## config.mk

```make
export PLATFORM = sky130hd
export DESIGN_NAME = instr_mem_loader_flat
export DESIGN_NICKNAME = d
export VERILOG_FILES = /design/src/rtl/instr_mem_loader_if.sv /design/src/rtl/instr_mem_loader.sv /design/src/flat_wrapper.sv
export SDC_FILE = /design/constraint.sdc
export NUM_CORES = 1
export LEC_CHECK = 0
export ABC_AREA = 1
export BUFFER_PORTS_ARGS = -buffer_cell sky130_fd_sc_hd__clkbuf_2
export CORE_MARGIN = 10
export CORE_UTILIZATION = 36
export CTS_CLUSTER_DIAMETER = 120
export CTS_CLUSTER_SIZE = 28
export DETAILED_ROUTE_END_ITERATION = 8
export MAX_ROUTING_LAYER = met4
export PLACE_DENSITY = 0.6
export SYNTH_ARGS = -nofsm -noshare
export SYNTH_HDL_FRONTEND = slang
export SYNTH_SLANG_ARGS = --single-unit
```

## constraint.sdc

```tcl
create_clock -name i_clk -period 3.6 [get_ports i_clk]
set_input_delay 0.72 -clock i_clk [delete_from_list [all_inputs] [get_ports i_clk]]
set_output_delay 0.72 -clock i_clk [all_outputs]
set_load 0.03 [all_outputs]
```

## src/rtl/instr_mem_loader_if.sv

```systemverilog
// Bus between the program-load UART side / CPU fetch and the loader.
// The slave modport is the loader's view; master is the driver's view.
interface instr_mem_loader_if #(
   parameter int NBITS = 32
);
   logic             i_start;
   logic [7:0]       i_rx_data;
   logic             i_rx_done;
   logic [NBITS-1:0] i_PC;
   logic [NBITS-1:0] o_mem_addr;
   logic [NBITS-1:0] o_mem_wdata;
   logic             o_mem_we;
   logic             o_cpu_stall;
   logic             o_done;
   logic             o_error;

   modport master (
      output i_start, i_rx_data, i_rx_done, i_PC,
      input  o_mem_addr, o_mem_wdata, o_mem_we,
      input  o_cpu_stall, o_done, o_error
   );

   modport slave (
      input  i_start, i_rx_data, i_rx_done, i_PC,
      output o_mem_addr, o_mem_wdata, o_mem_we,
      output o_cpu_stall, o_done, o_error
   );
endinterface

```

## src/rtl/instr_mem_loader.sv

```systemverilog
// Assembles received bytes MSB-first into words and writes them to
// instruction memory, stalling the CPU until a HALT word or overflow.
module instr_mem_loader #(
   parameter int NBITS  = 32,
   parameter int CELDAS = 60
) (
   input logic               i_clk,
   input logic               i_reset,
   instr_mem_loader_if.slave bus
);
   typedef enum logic [1:0] {
      IDLE,
      RECV,
      WRITE,
      DONE
   } state_t;

   localparam logic [NBITS:0] LAST = (NBITS+1)'(CELDAS - 4);

   state_t           state, state_n;
   logic [NBITS-1:0] addr_q, addr_n;
   logic [NBITS-1:0] word_q, word_n;
   logic [NBITS-1:0] word_sh;
   logic [1:0]       cnt_q, cnt_n;
   logic             err_q, err_n;
   logic [NBITS:0]   addr_inc;
   logic             stall;

   assign word_sh  = {word_q[NBITS-9:0], bus.i_rx_data};
   // one extra bit so the overflow compare cannot wrap
   assign addr_inc = {1'b0, addr_q} + (NBITS+1)'(4);

   always_ff @(posedge i_clk) begin
      if (i_reset) begin
         state  <= IDLE;
         addr_q <= '0;
         word_q <= '0;
         cnt_q  <= '0;
         err_q  <= 1'b0;
      end else begin
         state  <= state_n;
         addr_q <= addr_n;
         word_q <= word_n;
         cnt_q  <= cnt_n;
         err_q  <= err_n;
      end
   end

   always_comb begin
      state_n = state;
      addr_n  = addr_q;
      word_n  = word_q;
      cnt_n   = cnt_q;
      err_n   = err_q;
      unique case (state)
         IDLE: begin
            if (bus.i_start) begin
               state_n = RECV;
               addr_n  = '0;
               cnt_n   = '0;
            end
         end
         RECV: begin
            if (bus.i_rx_done) begin
               word_n = word_sh;
               if (cnt_q == 2'd3) begin
                  cnt_n   = '0;
                  state_n = WRITE;
               end else begin
                  cnt_n = cnt_q + 2'd1;
               end
            end
         end
         WRITE: begin
            if (&word_q) begin
               state_n = DONE;
            end else if (addr_inc > LAST) begin
               state_n = DONE;
               err_n   = 1'b1;
            end else begin
               state_n = RECV;
               addr_n  = addr_inc[NBITS-1:0];
               // a byte landing during the write starts the next word
               if (bus.i_rx_done) begin
                  word_n = word_sh;
                  cnt_n  = 2'd1;
               end else begin
                  cnt_n = '0;
               end
            end
         end
         DONE: begin
            if (bus.i_start) begin
               state_n = RECV;
               addr_n  = '0;
               cnt_n   = '0;
               err_n   = 1'b0;
            end
         end
      endcase
   end

   assign stall           = (state == RECV) || (state == WRITE);
   assign bus.o_cpu_stall = stall;
   assign bus.o_mem_addr  = stall ? addr_q : bus.i_PC;
   assign bus.o_mem_wdata = word_q;
   assign bus.o_mem_we    = (state == WRITE) && !i_reset;
   assign bus.o_done      = (state == DONE);
   assign bus.o_error     = err_q;
endmodule
```

## src/flat_wrapper.sv

```systemverilog
// flat-port wrapper written by rule: the top's interface ports become plain ports
module instr_mem_loader_flat 
#(
   parameter int NBITS  = 32,
   parameter int CELDAS = 60
)
  (i_clk, i_reset, bus_i_start, bus_i_rx_data, bus_i_rx_done, bus_i_PC, bus_o_mem_addr, bus_o_mem_wdata, bus_o_mem_we, bus_o_cpu_stall, bus_o_done, bus_o_error);
  instr_mem_loader_if #(.NBITS(NBITS)) bus_i ();
  input logic i_clk;
  input logic i_reset;
  input wire logic [$bits(bus_i.i_start)-1:0] bus_i_start;
  input wire logic [$bits(bus_i.i_rx_data)-1:0] bus_i_rx_data;
  input wire logic [$bits(bus_i.i_rx_done)-1:0] bus_i_rx_done;
  input wire logic [$bits(bus_i.i_PC)-1:0] bus_i_PC;
  output wire logic [$bits(bus_i.o_mem_addr)-1:0] bus_o_mem_addr;
  output wire logic [$bits(bus_i.o_mem_wdata)-1:0] bus_o_mem_wdata;
  output wire logic [$bits(bus_i.o_mem_we)-1:0] bus_o_mem_we;
  output wire logic [$bits(bus_i.o_cpu_stall)-1:0] bus_o_cpu_stall;
  output wire logic [$bits(bus_i.o_done)-1:0] bus_o_done;
  output wire logic [$bits(bus_i.o_error)-1:0] bus_o_error;
  assign bus_i.i_start = bus_i_start;
  assign bus_i.i_rx_data = bus_i_rx_data;
  assign bus_i.i_rx_done = bus_i_rx_done;
  assign bus_i.i_PC = bus_i_PC;
  assign bus_o_mem_addr = bus_i.o_mem_addr;
  assign bus_o_mem_wdata = bus_i.o_mem_wdata;
  assign bus_o_mem_we = bus_i.o_mem_we;
  assign bus_o_cpu_stall = bus_i.o_cpu_stall;
  assign bus_o_done = bus_i.o_done;
  assign bus_o_error = bus_i.o_error;
  instr_mem_loader #(.NBITS(NBITS), .CELDAS(CELDAS)) u_core (.i_clk(i_clk), .i_reset(i_reset), .bus(bus_i));
endmodule
```

==> results of run 1 <==
-- layout by cell type (no fill, tap or decap), drive strengths merged --
cell / synthesis / layout
a21oi: 10 / 10
and2: 2 / 2
buf: 10 / 1
bufinv: 0 / 1
clkbuf: 13 / 120
clkinv: 2 / 2
clkinvlp: 0 / 2
dfxtp: 67 / 67
ha: 7 / 7
inv: 61 / 65
nand2: 154 / 154
nand3: 30 / 30
nand3b: 1 / 1
nand4: 15 / 15
nor2: 124 / 124
nor3: 29 / 29
nor3b: 1 / 1
nor4: 1 / 1
o211ai: 1 / 1
o21ai: 71 / 71
o21bai: 1 / 1
o31ai: 1 / 1
or2: 1 / 1
xor2: 5 / 5
-- through the flow --
stage	std cells	power (mW)	cell area [um^2]	util (%)	setup WS [ns]
2_1_floorplan	607	2.61	3810	-	1.11
3_3_place_gp	832	3.11	4420	42.8	0.713
3_5_place_dp	832	3.15	4420	42.8	0.589
4_1_cts	848	3.82	4620	44.8	0.585
5_1_grt	848	4.06	4620	44.8	0.219
6_report	848	3.78	4620	44.8	0.597
-- cells by family (layout without fill, tap and decap cells) --
group           Yosys count  in the layout  share of synthesized area (%)
flops                    67             67                           35.2
buf+inv                  86            191                           9.69
simple gates            358            358                           40.4
fa+ha+maj                 7              7                           2.30
compound gates           84             84                           11.2
xor+xnor                  5              5                           1.15
-- how the worst min path moves through the flow --
stage,cells past startpoint,endpoint,slack [ns],from
finish,2,u_core.cnt_q[1]$_SDFFE_PP0P_,0.48,u_core.cnt_q[1]$_SDFFE_PP0P_
floorplan,2,u_core.cnt_q[1]$_SDFFE_PP0P_,0.44,u_core.cnt_q[1]$_SDFFE_PP0P_
global placement,2,u_core.cnt_q[1]$_SDFFE_PP0P_,0.46,u_core.cnt_q[1]$_SDFFE_PP0P_
detailed placement,2,u_core.cnt_q[1]$_SDFFE_PP0P_,0.47,u_core.cnt_q[1]$_SDFFE_PP0P_
global route,2,u_core.cnt_q[1]$_SDFFE_PP0P_,0.51,u_core.cnt_q[1]$_SDFFE_PP0P_
CTS,2,u_core.cnt_q[1]$_SDFFE_PP0P_,0.48,u_core.cnt_q[1]$_SDFFE_PP0P_
-- cell type report --
class / instances / area, um^2 / area share, %
sequential: 67 / 1340 / 29.0
timing repair buffer: 112 / 563 / 12.2
tap: 136 / 170 / 3.68
clock buffer: 9 / 124 / 2.68
multi-input combinational: 454 / 2100 / 45.4
clock inverter: 7 / 82.6 / 1.79
inverter: 63 / 241 / 5.22
-- state kept, by name, summed over array words and instances, names as in the netlist --
name	count
u_core.state	2
u_core.addr_q	30
u_core.bus.o_error	1
u_core.bus.o_mem_wdata	32
u_core.cnt_q	2
-- synthesized netlist by cell type, types with 2 or more instances --
library cell / n
dfxtp_1: 67
nand2_1: 149
buf_2: 3
clkbuf_1: 13
o21ai_0: 38
o21ai_1: 33
nor2_1: 115
inv_1: 59
ha_1: 7
buf_6: 4
nor2_4: 4
nor2_2: 5
and2_1: 2
nand3_1: 30
nand4_1: 15
nand2_2: 4
buf_4: 2
inv_2: 2
xor2_1: 5
a21oi_1: 10
nor3_1: 28
-- power breakdown --
part / internal, mW / switching, mW / leakage, nW
sequential: 0.896 / 0.151 / 0.546
combinational: 0.518 / 1.54 / 1.40
clock: 0.332 / 0.343 / 0.0988
total: 1.75 / 2.04 / 2.04
-- per-layer routing --
layer / routed length, um / part of all wire, % / track usage [%]
met5: 0 / 0 / -
met4: 134 / 1.1 / 4.42
met3: 640 / 5.5 / 3.03
met2: 5380 / 46 / 24.8
met1: 5570 / 48 / 20.4
-- tightest hold or removal path: stages (launching register included) --
cell and delay [ns]:
dfxtp_1 0.32, nand2_1 0.06, a21oi_1 0.05
==> results.toml, run 1 <==
[synth]
sequential_fraction_of_the_synthesis_area_pct = 35.2
synth-main-ff-cell = "dfxtp_1"
synth-seq-cells = 67
synth.top_cells.by_area = "dfxtp_1 35%, nand2_1 15%, nor2_1 11%"
netlist_instances = 607
syn-mean-instance-area_um2 = 6.27
synthesized_cell_area_um2 = 3810
ys_warn_count = 0
ys_types = 33
post-synth-top-area-fraction_pct = 35.2
async_reset_ff_share_pct = 0
yosys.area.top_type = "dfxtp_1"
synth_enable_flop_cells = 0
mappedNetlistNets = 658

[global_routing]
maximum_number_of_pins_on_one_net_before_global_route_repair = 41
globalRouteTotalUtil_pct = 15.9
grt_pass1_vias = 3829
global_route.overflow_total = 0
wire_length_of_the_first_global_routing_pass_um = 19200
antenna_violations_before_repair = 0

[critical_path]
cp_num_cells = 16
ff2ff_path_depth = 16
timing.reg2reg.setup_slack_ns = 0.60
timing.critical_path.arrival_ns = 3.21
r2r_end = "u_core.addr_q[24]$_SDFFE_PP0P_"
critical_path_cell_by_cell = "ha_1, nand2_1, nor2_2, nand2_2, nor2_4, nand2_1, nand2_1, nand3_1, nor2_1, nand2_1, nor2_1, nand2_1, nand2_1, nand3_1, inv_2, nor3_1"
crit_end = "u_core.addr_q[24]$_SDFFE_PP0P_"
critPathSlowestCell = "inv_2"
critical-path-top-cell-by-count = "nand2_1"
timing.critical_path.to_type = "register"
startpoint_of_the_lowest_slack_register_to_register_path = "u_core.addr_q[2]$_SDFFE_PP0P_"
critical_path_buffer_and_inverter_count = 1
critical_path_peak_fanout = 26
slowest_delay_ns = 0.42
crit_family = "simple AND/OR/NAND/NOR gates"
worst-setup-path-type = "register to register"
critical_path.startpoint_type = "register"
timing.critical_path.required_ns = 3.81
worst_setup_path_startpoint = "u_core.addr_q[2]$_SDFFE_PP0P_"

[routing]
routed_wirelength_um = 11700
drtIter0Drc = 245
antenna_violating_nets_post_route = 0
route.detailed.vias_per_inst = 4.73
dr_total_vias = 4015
routedWlPerCell_um = 13.8
drt_drc_violations_left = 0
detail_route.first_pass.iterations = 5

[cts]
tritoncts_num_sinks = 67
cts_setup_buffers = 0
cts_made_buffers = 9
cts_tree = "done"
ctsLongestPathBuffers = 2
root_buffer = "clkbuf_8"
ctsHtreeMaxLevel = 3
clock_insertion_delay_worst_skew_ns = 0.35
hold_bufs_inserted_after_cts = 0
clk_pin_slew_ns = 0.08
post_cts_resized = 0

[floorplan]
placement_rows = 37
die_h_um = 123
floorplan.initialDensity_pct = 36.9
design.die.area_um2 = 15100
coreArea_um2 = 10300
die_w_um = 123
ioPinCount = 112

[timing]
worst_slew_margin_relative_to_its_limit_pct = 36.4
finalHoldViolCount = 0
fin_setup_tns_ns = 0
setup_repair_after_global_routing_missed_its_margin = "false"
tightestPinTransition_ns = 0.953
post-route-period-util_pct = 83.4
timing.final.max_slew_violations = 0
fin_skew_ns = 0.0124
finalWorstPathRequiredPeriod_ns = 3.00
max_freq_mhz = 333
setup_viol = 0
hold-worst-slack_ns = 0.481

[final_layout]
area_delta_synth_final_pct = 21.4
design.final.nets = 758
insertedDiodeCount = 0
nFillCells = 1103
layout-drive-gt1-share_pct = 20.8

[status]
outcome = "finished, final reports clean"

[power_and_ir_drop]
vdd.ir_drop.worst_uv = 640
power_leakage_nw = 2.04
powerDensity_nw_per_um2 = 819

[placed_design]
dp.final_hpwl_um = 9150
gpl.final_weighted_congestion = 0.904
buffer_ports.inserted = 111

[flow_run]
maxCapViolCount = 0

[worst_hold_path]
timing.hold.worst.class = "register to register"
(Power assumes the default switching activity.)
==> inputs of run 2 (changes only) <==
ABC_AREA = 0   (was 1)
clock period = 2.85 ns   (was 3.6 ns; I/O delays follow)
==> run 2 against run 1 <==
The run now ends with negative setup slack left. Design area is 7.5% higher. Global-route usage decreased by 1.0 points. Total power is 2.4% higher. Flip-flop and latch count is the same. Hold slack got worse by 0.031 ns. Largest cell class unchanged. Routed wire length is 8.2% lower. Clock skew shrank 0.0017 ns. Area after synthesis decreased by 3.2%.
==> results.toml, run 2 <==
[final_layout]
design.final.nets = 579
final_common_cell = "clkbuf_2"
largest_register_ffs = 32
layout-drive-gt1-share_pct = 42.6
area_delta_synth_final_pct = 34.9
nFillCells = 937
finish.cell_count_without_fillers = 666
insertedDiodeCount = 0
mostFrequentLayoutCells = "111 x clkbuf_2, 61 x dfxtp_1, 42 x nand2b_1, 41 x buf_4, 36 x mux2i_1"

[global_routing]
grt_pass1_vias = 3639
globalRouteTotalUtil_pct = 14.9
global_route.overflow_total = 0
maximum_number_of_pins_on_one_net_before_global_route_repair = 78
use_met1_pct = 17.1
busiest_layer = "met2"
gr-usage-met2_pct = 24.3
met3_usage_pct = 4.93
wire_length_of_the_first_global_routing_pass_um = 17700
antenna_violations_before_repair = 0

[worst_hold_path]
hold_path.startpoint = "bus_i_rx_data[2]"
timing.hold.worst.class = "input pin to register"
timing.hold.worst_endpoint = "u_core.bus.o_mem_wdata[2]$_SDFFE_PP0P_"
worst_hold_path.num_cells = 3

[synth]
synth-seq-cells = 67
async_reset_ff_share_pct = 0
synth.top_cells.by_area = "dfxtp_1 36%, mux2i_1 9.8%, mux2_2 8.6%"
sequential_fraction_of_the_synthesis_area_pct = 36.4
synthesized_cell_area_um2 = 3680
syn-mean-instance-area_um2 = 9.75
synthMostInstantiatedCell = "dfxtp_1"
ys_types = 53
post-synth-top-area-fraction_pct = 36.4
mappedNetlistNets = 429
synth_enable_flop_cells = 0
ys_warn_count = 0
yosys.area.top_type = "dfxtp_1"
netlist_instances = 378
post_synth_most_frequent_cells = "67 x dfxtp_1, 42 x nand2b_1, 36 x mux2i_1"
synth-main-ff-cell = "dfxtp_1"

[critical_path]
critical_path.startpoint_type = "register"
timing.critical_path.required_ns = 3.12
startpoint_of_the_lowest_slack_register_to_register_path = "u_core.addr_q[3]$_SDFFE_PP0P_"
timing.critical_path.to_type = "register"
timing.reg2reg.setup_slack_ns = -0.06
critical_path_peak_fanout = 12
worst-setup-path-type = "register to register"
timing.critical_path.arrival_ns = 3.18
ff2ff_path_depth = 10
r2r_end = "u_core.bus.o_mem_wdata[30]$_SDFFE_PP0P_"

[floorplan]
die_h_um = 121
coreArea_um2 = 9860
die_w_um = 121
ioPinCount = 112
placement_rows = 36
design.die.area_um2 = 14700
floorplan.initialDensity_pct = 37.4

[power_and_ir_drop]
vdd.ir_drop.worst_uv = 351
power_leakage_nw = 2.21
post-layout-total-power_mw = 3.88
powerDensity_nw_per_um2 = 780

[timing]
setup_viol = 46
timing.final.max_slew_violations = 0
finalWorstPathRequiredPeriod_ns = 2.91
fin_skew_ns = 0.0107
tightestPinTransition_ns = 0.694
finalHoldViolCount = 0
setup_repair_after_global_routing_missed_its_margin = "true"
worst_slew_margin_relative_to_its_limit_pct = 53.8
final.setup.worst_slack_ns = -0.0582
hold-worst-slack_ns = 0.450
max_freq_mhz = 344
post-route-period-util_pct = 102

[routing]
routedWlPerCell_um = 16.2
detail_route.first_pass.iterations = 4
antenna_violating_nets_post_route = 0
dr_total_vias = 3381
route.detailed.vias_per_inst = 5.08
routed_wirelength_um = 10800
drt_drc_violations_left = 0
drtIter0Drc = 136

[placed_design]
buffer_ports.inserted = 111
placed_cells = 645
detailedPlace.worstSlack_ns = -0.0293
dp.final_hpwl_um = 8110
gpl.final_weighted_congestion = 0.843

[cts]
hold_bufs_inserted_after_cts = 0
root_buffer = "clkbuf_8"
clk_pin_slew_ns = 0.08
cts_made_buffers = 9
clock_insertion_delay_worst_skew_ns = 0.36
ctsLongestPathBuffers = 2
tritoncts_num_sinks = 67
cts_tree = "done"
ctsHtreeMaxLevel = 3

[status]
outcome = "complete, but fails checks"
failed_checks = "negative setup slack"

[flow_run]
maxCapViolCount = 0
-- run 2: cell types whose count changed in the layout (fill, tap and decap cells not counted), moves of 28 or more --
cell and delta:
nand2b_1 +42, nor2_1 -103, inv_1 -51, o21ai_0 -32
mux2i_1 +36, mux2_2 +28, o21ai_1 -32, nand2_1 -134
buf_4 +40
-- run 2: how the worst max path moves through the flow --
stage	cells after the start	startpoint	end	slack (ns)
final	10	u_core.addr_q[3]$_SDFFE_PP0P_	u_core.bus.o_mem_wdata[30]$_SDFFE_PP0P_	-0.06
after global routing	10	u_core.addr_q[2]$_SDFFE_PP0P_	u_core.bus.o_mem_wdata[9]$_SDFFE_PP0P_	-0.19
after CTS	10	u_core.addr_q[13]$_SDFFE_PP0P_	u_core.addr_q[13]$_SDFFE_PP0P_	-0.05
after detailed placement	9	u_core.addr_q[13]$_SDFFE_PP0P_	u_core.bus.o_mem_wdata[30]$_SDFFE_PP0P_	-0.03
after global placement	9	u_core.addr_q[13]$_SDFFE_PP0P_	u_core.addr_q[16]$_SDFFE_PP0P_	0.04
after floorplan	10	u_core.addr_q[3]$_SDFFE_PP0P_	u_core.addr_q[3]$_SDFFE_PP0P_	0.02
-- run 2: worst max-delay path, stage by stage, from the launching register on --
cell	delay (ns)
dfxtp_1	0.35
buf_6	0.12
nand4_4	0.10
nor4_4	0.28
and3_1	0.22
a31oi_1	0.09
or4_4	0.53
a2111o_1	0.48
a21boi_4	0.25
buf_12	0.19
mux2i_1	0.22
-- run 2: layout make-up --
type                       instances  area (um^2)  area share [%]
multi-input combinational        281         2210            44.5
clock buffer                      11          141            2.84
inverter                           8         30.0           0.604
timing repair buffer             161         1010            20.3
tap                              133          166            3.35
clock inverter                     5         62.6            1.26
sequential                        67         1350            27.1
-- run 2: layer usage --
layer | wire length (um) | vias up | part of all wire (%)
met3 | 801 | 15 | 7.4
met5 | 0 | - | 0
met1 | 4850 | 1577 | 45
met4 | 127 | 0 | 1.2
met2 | 4980 | 119 | 46
li1 | - | 1670 | -
-- run 2: where the power goes --
part | switching (mW) | internal [mW]
Clock | 0.397 | 0.431
Sequential | 0.0451 | 0.988
Combinational | 1.22 | 0.797
-- run 2: cell families after synthesis --
kind of cell | share of synthesized area [%]
multiplexers | 18.3
buffers and inverters | 4.79
AO/OA/AOI/OAI | 9.85
adder cells (fa/ha/maj) | 2.38
AND/OR/NAND/NOR | 26.1
XOR/XNOR | 2.14
flip-flops | 36.4
-- run 2: timing repair --
action	CTS	global route
setup buffers	1	2
resized for setup	9	12
endpoints found under the setup margin	40	63
pin swaps	0	9
gates cloned	1	1
-- run 2: per-stage QoR --
step                      utilization [%]  setup TNS, ns  instance area (um^2)
after global routing                 50.4          -8.65                  4970
after global placement               47.0              0                  4640
after floorplan                         -              0                  3690
after CTS                            49.4         -0.690                  4880
final                                50.4          -1.44                  4970
after detailed placement             47.0         -0.336                  4640
